[config.mk]
export PLATFORM = sky130hd
export DESIGN_NAME = mem_data_access
export DESIGN_NICKNAME = d
export VERILOG_FILES = /design/src/rtl/mem_data_access.sv
export SDC_FILE = /design/constraint.sdc
export NUM_CORES = 1
export LEC_CHECK = 0
export ABC_AREA = 1
export CAP_MARGIN = 10
export CORE_MARGIN = 5
export CORE_UTILIZATION = 43
export CTS_CLUSTER_DIAMETER = 50
export CTS_CLUSTER_SIZE = 8
export DETAILED_ROUTE_END_ITERATION = 8
export GPL_ROUTABILITY_DRIVEN = 0
export GPL_TIMING_DRIVEN = 0
export PLACE_DENSITY = 0.79
export SKIP_CTS_REPAIR_TIMING = 1
export SLEW_MARGIN = 10
export SYNTH_ARGS = -nofsm -noshare
export SYNTH_HDL_FRONTEND = slang
export SYNTH_SLANG_ARGS = --single-unit
export TNS_END_PERCENT = 20
[constraint.sdc]
create_clock -name clk -period 1.5 [get_ports clk]
set_input_delay 0.3 -clock clk [delete_from_list [all_inputs] [get_ports clk]]
set_output_delay 0.3 -clock clk [all_outputs]
set_load 0.02 [all_outputs]
[src/rtl/mem_data_access.sv]
// mem_data_access: MEM-stage load/store unit between EXE and the data cache.
// Captures the access leaving EXE, runs the cache req/addr_ok/data_ok handshake,
// builds byte strobes and aligned store data, and returns the extended load result.
// Ports:
//   clk, resetn                  clock, asynchronous active-low reset
//   MEM_Flush                    kills the current access
//   acc_*                        access request from EXE
//   data_*                       data-cache request/response channel
//   load_result, result_valid    extended load data and completion pulse
//   mem_stall                    combinational hold for EXE/MEM and earlier stages
module mem_data_access #(
    parameter logic [2:0] UNCACHED_SEG = 3'b101
) (
    input  logic        clk,
    input  logic        resetn,
    input  logic        MEM_Flush,
    input  logic        acc_valid,
    input  logic        acc_except,
    input  logic        acc_is_store,
    input  logic [1:0]  acc_size,
    input  logic        acc_sign,
    input  logic [31:0] acc_addr,
    input  logic [31:0] acc_wdata,
    output logic        data_req,
    output logic        data_wr,
    output logic [1:0]  data_size,
    output logic [31:0] data_addr,
    output logic [3:0]  data_wstrb,
    output logic [31:0] data_wdata,
    output logic        data_uncached,
    input  logic        data_addr_ok,
    input  logic        data_data_ok,
    input  logic [31:0] data_rdata,
    output logic [31:0] load_result,
    output logic        result_valid,
    output logic        mem_stall
);

    typedef enum logic [1:0] {
        S_IDLE  = 2'd0,
        S_REQ   = 2'd1,
        S_WAIT  = 2'd2,
        S_DRAIN = 2'd3
    } state_t;

    state_t      r_state;
    state_t      w_next;

    logic        r_is_store;
    logic        r_sign;
    logic [1:0]  r_size;
    logic [31:0] r_addr;
    logic [3:0]  r_wstrb;
    logic [31:0] r_wdata;
    logic [31:0] r_load_result;
    logic        r_result_valid;

    logic        w_capture;
    logic        w_complete;
    logic [3:0]  w_wstrb;
    logic [31:0] w_wdata;
    logic [7:0]  w_byte;
    logic [15:0] w_half;
    logic [31:0] w_load_ext;

    // State register
    always_ff @(posedge clk or negedge resetn) begin
        if (!resetn) r_state <= S_IDLE;
        else         r_state <= w_next;
    end

    // Next-state logic; flush takes priority over completion
    always_comb begin
        w_next = r_state;
        unique case (r_state)
            S_IDLE:  if (w_capture) w_next = S_REQ;
            S_REQ: begin
                if (data_addr_ok) w_next = MEM_Flush ? S_DRAIN : S_WAIT;
                else if (MEM_Flush) w_next = S_IDLE;
            end
            S_WAIT: begin
                if (MEM_Flush)         w_next = data_data_ok ? S_IDLE : S_DRAIN;
                else if (data_data_ok) w_next = S_IDLE;
            end
            S_DRAIN: if (data_data_ok) w_next = S_IDLE;
            default: w_next = S_IDLE;
        endcase
    end

    // Output / control decode
    always_comb begin
        w_capture  = 1'b0;
        w_complete = 1'b0;
        mem_stall  = 1'b0;
        unique case (r_state)
            S_IDLE:  w_capture  = acc_valid & ~acc_except & ~MEM_Flush;
            S_REQ:   mem_stall  = 1'b1;
            S_WAIT: begin
                mem_stall  = ~data_data_ok;
                w_complete = data_data_ok & ~MEM_Flush;
            end
            S_DRAIN: mem_stall  = acc_valid;
            default: mem_stall  = 1'b0;
        endcase
    end

    // Store strobes and lane-replicated write data
    always_comb begin
        w_wstrb = 4'b0000;
        w_wdata = acc_wdata;
        unique case (acc_size)
            2'd0: begin
                w_wstrb = 4'b0001 << acc_addr[1:0];
                w_wdata = {4{acc_wdata[7:0]}};
            end
            2'd1: begin
                w_wstrb = acc_addr[1] ? 4'b1100 : 4'b0011;
                w_wdata = {2{acc_wdata[15:0]}};
            end
            default: begin
                w_wstrb = 4'b1111;
                w_wdata = acc_wdata;
            end
        endcase
        if (!acc_is_store) w_wstrb = 4'b0000;
    end

    // Load lane extract and sign/zero extension
    always_comb begin
        w_byte = data_rdata[7:0];
        unique case (r_addr[1:0])
            2'd0: w_byte = data_rdata[7:0];
            2'd1: w_byte = data_rdata[15:8];
            2'd2: w_byte = data_rdata[23:16];
            2'd3: w_byte = data_rdata[31:24];
            default: w_byte = data_rdata[7:0];
        endcase
        w_half = r_addr[1] ? data_rdata[31:16] : data_rdata[15:0];
        unique case (r_size)
            2'd0:    w_load_ext = {{24{r_sign & w_byte[7]}}, w_byte};
            2'd1:    w_load_ext = {{16{r_sign & w_half[15]}}, w_half};
            default: w_load_ext = data_rdata;
        endcase
    end

    // Request capture and result registers
    always_ff @(posedge clk or negedge resetn) begin
        if (!resetn) begin
            r_is_store     <= 1'b0;
            r_sign         <= 1'b0;
            r_size         <= 2'd0;
            r_addr         <= 32'd0;
            r_wstrb        <= 4'd0;
            r_wdata        <= 32'd0;
            r_load_result  <= 32'd0;
            r_result_valid <= 1'b0;
        end else begin
            if (w_capture) begin
                r_is_store <= acc_is_store;
                r_sign     <= acc_sign;
                r_size     <= acc_size;
                r_addr     <= acc_addr;
                r_wstrb    <= w_wstrb;
                r_wdata    <= w_wdata;
            end
            r_result_valid <= w_complete;
            if (w_complete && !r_is_store) r_load_result <= w_load_ext;
        end
    end

    assign data_req      = (r_state == S_REQ);
    assign data_wr       = r_is_store;
    assign data_size     = r_size;
    assign data_addr     = r_addr;
    assign data_wstrb    = r_wstrb;
    assign data_wdata    = r_wdata;
    assign data_uncached = (r_addr[31:29] == UNCACHED_SEG);
    assign load_result   = r_load_result;
    assign result_valid  = r_result_valid;

endmodule

Word-level counts from Yosys, hierarchy flattened. Index checks and enable logic that the tools add are counted.

Memories: 0. Register bits after elaboration: 107. ROM bits: 0. Output and inout port bits: 107. Memory bits (writable): 0. Latch bits: 0. Input port bits: 107. Logic and storage cells: 54.

Equal/unequal tests: 11. Div/mod/pow operators: 0. Shift operators: 1. Reductions and logical operators: 7. $mul: 0. Add/sub/neg operators: 0. Mux-type cells: 18. $lt $le $gt $ge: 0. Bitwise operators: 8.

Operators by type and width (count): one-hot mux 32 bit (2 select lines) (2); one-hot mux 8 bit (4 select lines) (1); two-way mux 16 bit (1); two-way mux 2 bit (6); == test 2 x 1 -> 1 bit (second input constant) (4); == test 2 bit (second input constant) (4); logical NOT 2 bit (4); two-way mux 4 bit (2); one-hot mux 2 bit (4 select lines) (1); one-hot mux 4 bit (2 select lines) (1); AND 1 bit (5); << shifter 1 x 2 -> 4 bit (first input constant) (1); == test 3 bit (second input constant) (1); two-way mux 1 bit (3); inequality test 3 x 2 -> 1 bit (second input constant) (1); NOT 1 bit (3); one-hot mux 1 bit (3 select lines) (1); inequality test 2 bit (second input constant) (1); AND reduction 2 bit (1); logical AND 1 bit (1); logical NOT 1 bit (1).

Depth between registers and ports, before layout.
Depth after elaboration: 6. Mapped depth: 9. Mapped depth without buffers: 8.

Worst setup path after synthesis. No wires, ideal clock.

Path kind: register -> register. From: register r_size[1] (netlist: data_size[1]). To: register r_load_result[29] (netlist: load_result[29]). Setup time: 0.063 ns. Required time: 1.437 ns. Buffers on the path: 2. Period minus slack after synthesis: 1.339 ns. Stages on the path, launching flop included: 10. Slack: 0.161 ns. Arrival time: 1.277 ns. Path through: dfrtp_1 > buf_6 > inv_6 > nand2_2 > a21oi_4 > nand3_4 > buf_6 > nand3_1 > nand2_1 > inv_1.

Longest elaborated chain between the ends: 2. Elaborated cells on any way between the ends: 3. Classes of those cells: 1 x eq/ne; 1 x mux; 1 x reduce/logical.

RTL lines: start: declaration (RTL line 51) `logic [1:0] r_size;`; start signal: assignment (RTL line 161) `r_size <= acc_size;`; == test 2 x 1 -> 1 bit or logical NOT 2 bit (tied branches) (RTL line 139) `unique case (r_size)`; one-hot mux 32 bit (2 select lines) * (RTL line 139); end signal: assignment (RTL line 167) `if (w_complete && !r_is_store) r_load_result <= w_load_ext;`; end: declaration (RTL line 55) `logic [31:0] r_load_result;`.

Every way passes the cells marked *; elsewhere a longest branch is shown, timed or not. A chain may end at the register's enable or synchronous reset.

Worst setup path after layout.
From: register r_state[0]. To: output port mem_stall.

Longest elaborated chain between the ends: 2. Elaborated cells on any way between the ends: 4. Classes of those cells: 3 x eq/ne; 1 x mux.

RTL lines: start: declaration (RTL line 46) `state_t r_state;`; start signal: assignment (RTL line 69) `else r_state <= w_next;`; == test 2 bit or == test 2 x 1 -> 1 bit (tied branches) (RTL line 95) `unique case (r_state)`; one-hot mux 1 bit (3 select lines) * (RTL line 95); end: declaration (RTL line 36) `output logic mem_stall`.

Marked as above.

==> out/metrics.yaml <==
status: "finished with violations"
violations: "setup timing"
hp-class: "in -> reg"
fin_nets: 981
n_antenna_cell: 0
die_w_um: 120
hold_viol: 0
fin_crit_ns: 1.51
holdPathStages: 2
hpwl_um: 12800
crit_chain: "inv_2 -> nand2_2 -> o21ai_0 -> buf_2"
ys_ff_latch: 107
antenna_left: 0
cts_root_buffer: "clkbuf_16"
fin_crit_sh_pct: 101
vias_per_cell: 5.06
worstHoldStart: "MEM_Flush"
critPathCaptureType: "primary output"
place_area_mm2: 0.00755
grt_pass1_vias: 5273
pwr-share-seq_pct: 32.1
grt_max_degree: 69
drive_gt1_share_pct: 8.76
ios: 214
grt-ovfl-total: 0
clock_path_buffers: 2
io_buffers: 212
rrSetupSlack_ns: 0.07
syn_inst: 649
grt_setup_unrepaired: "yes"
start_util_pct: 43.6
drv_cap: 0
drt-initial-drc-count: 398
setup_viol: 1
cts_sinks: 107
syn_avg_cell_area_um2: 8.04
hold_end: "result_valid"
crit_required_ns: 1.20
cts_tree: "done"
final.setup_skew_ns: 0.00444
grt_pass1_wl_um: 26400
wl_um: 17000
p_leak_nw: 5.08
sw_frac_of_total_pct: 40.8
wl_per_cell_um: 16.5
antenna_found_initial: 0
reg2reg_depth: 9
switchingPower_mw: 6.60
firstDrtPassIters: 5
max_slew_margin_pct: 66.0
critPathSlowestCell: "dfrtp_1"
final_area_mm2: 0.00819
numCtsBuffers: 9
cts_max_level: 3
drc: 0
ys_types: 29
syn2layout_area_growth_pct: 57.0
worstPathMaxFanout: 5
cts.reportedPaths.clkPinSlew_ns: 0.07
clock_latency_ns: 0.34
clock.fmax_ghz: 0.661
final_util_pct: 68.5
core-area_mm2: 0.0120
cp_data_arrival_time_ns: 1.21
worstReg2RegStart: "r_state[0]"
p_int_mw: 9.57
rows: 40
p_clk_share_pct: 16.7
crit_start: "r_state[0]"
ir_drop_mv: 0.974
die_area_mm2: 0.0144
crit_path_start_kind: "flip-flop"
grt_use_total_pct: 23.3
num_vias: 5190
synth_area_mm2: 0.00522
slowest_delay_ns: 0.43
slew_violations: 0
powerDensity_mw_per_mm2: 1970
crit_type: "reg -> out"
r2r-end: "load_result[26]"
hold_ws_ns: 0.244
pre_cts_slack_ns: -0.400
worst_pin_slew_ns: 0.510
ys.warnings.count: 0
die_h_um: 120
postLayoutSetupSlackWorst_ns: -0.0121
syn_nets: 756
yosysSeqAreaShare_pct: 51.3
power_frac_comb_pct: 51.2
logic make-up (layout without fill, tap and decap cells):
group	count (synthesis)	in the layout	share of synthesized area, %
and+or+nand+nor	340	340	27.7
AOI/OAI and AO/OA	119	119	12.9
DFF	107	107	51.3
buffers and inverters	83	313	8.13
synth_stat cells, drive strengths merged:
master | instances | area (um^2)
nand2 | 263 | 995
a2bb2oi | 11 | 96.3
nor3 | 1 | 5.00
inv | 48 | 185
dfrtp | 107 | 2680
nand3 | 39 | 240
clkbuf | 10 | 37.5
nand4 | 4 | 25.0
a21oi | 52 | 272
buf | 25 | 201
a21boi | 5 | 41.3
o21bai | 1 | 7.51
or2 | 16 | 100
nor2 | 17 | 78.8
o21a | 2 | 15.0
o21ai | 48 | 240
registers in the layout, indices dropped and copies added (netlist names):
register      cells
data_addr        32
r_sign            1
result_valid      1
r_state           2
data_size         2
data_wr           1
data_wdata       32
data_wstrb        4
load_result      32
final cells by class:
cell class	count	area (um^2)
Fill cell	948	3770
Multi-Input combinational cell	459	2130
Buffer	35	249
Sequential cell	107	2680
Inverter	48	188
Clock buffer	12	267
Timing Repair Buffer	214	2410
Clock inverter	4	80.1
Tap cell	147	184
cells in the final DEF (no fill, tap or decap), types with 4 or more instances in the layout:
cell type	instances
inv_2	6
nand2_1	260
o21ai_0	41
buf_4	5
nand3_1	33
clkbuf_16	9
nor2_1	11
clkdlybuf4s50_1	103
dfrtp_1	106
nor2_2	4
buf_2	9
a21oi_1	51
clkbuf_1	8
or2_0	11
a21boi_0	4
buf_6	12
a2bb2oi_1	11
inv_1	40
dlymetal6s2s_1	105
o21ai_1	7
nand4_1	4
routing by layer:
| metal | track usage (%) | routed length, um | part of all wire [%] | up-vias |
|---|---|---|---|---|
| met2 | 37.8 | 8080 | 48 | 222 |
| met1 | 28.7 | 6630 | 39 | 2421 |
| met5 | 0 | 0 | 0 | - |
| met3 | 9.75 | 2000 | 12 | 20 |
| met4 | 5.80 | 248 | 1.5 | 0 |
| li1 | - | - | - | 2527 |
worst max path at each step:
| stage | end | slack, ns | cells after the start |
|---|---|---|---|
| 6_report | mem_stall | -0.01 | 4 |
| 5_1_grt | mem_stall | -0.11 | 4 |
| 4_1_cts | mem_stall | -0.48 | 4 |
| 3_5_place_dp | data_addr[27] | -0.40 | 7 |
| 3_3_place_gp | data_addr[2] | -4.10 | 1 |
| 2_1_floorplan | load_result[29] | 0.16 | 9 |
power groups by stage:
stage | clock network [mW] | logic, mW | registers [mW]
after global placement | 0 | 8.47 | 5.22
after detailed placement | 0 | 8.59 | 5.23
after global routing | 2.87 | 8.99 | 5.40
after CTS | 2.74 | 8.62 | 5.24
after floorplan | 0 | 2.81 | 6.83
final | 2.70 | 8.28 | 5.19
through the flow:
step | instances | power, mW | TNS, ns
2_1_floorplan | 649 | 9.65 | 0
3_3_place_gp | 1008 | 13.7 | -471.38
3_5_place_dp | 1009 | 13.8 | -35.46
4_1_cts | 1025 | 16.6 | -15.97
5_1_grt | 1026 | 17.3 | -0.353
6_report | 1026 | 16.2 | -0.0121
worst max-delay path: cells and delay by family, from the launching register on:
family	cells	cell delay (ns)
AOI/OAI and AO/OA	1	0.13
buffers and inverters	2	0.25
and+or+nand+nor	1	0.06
DFF	1	0.43
(Power assumes the default switching activity.)
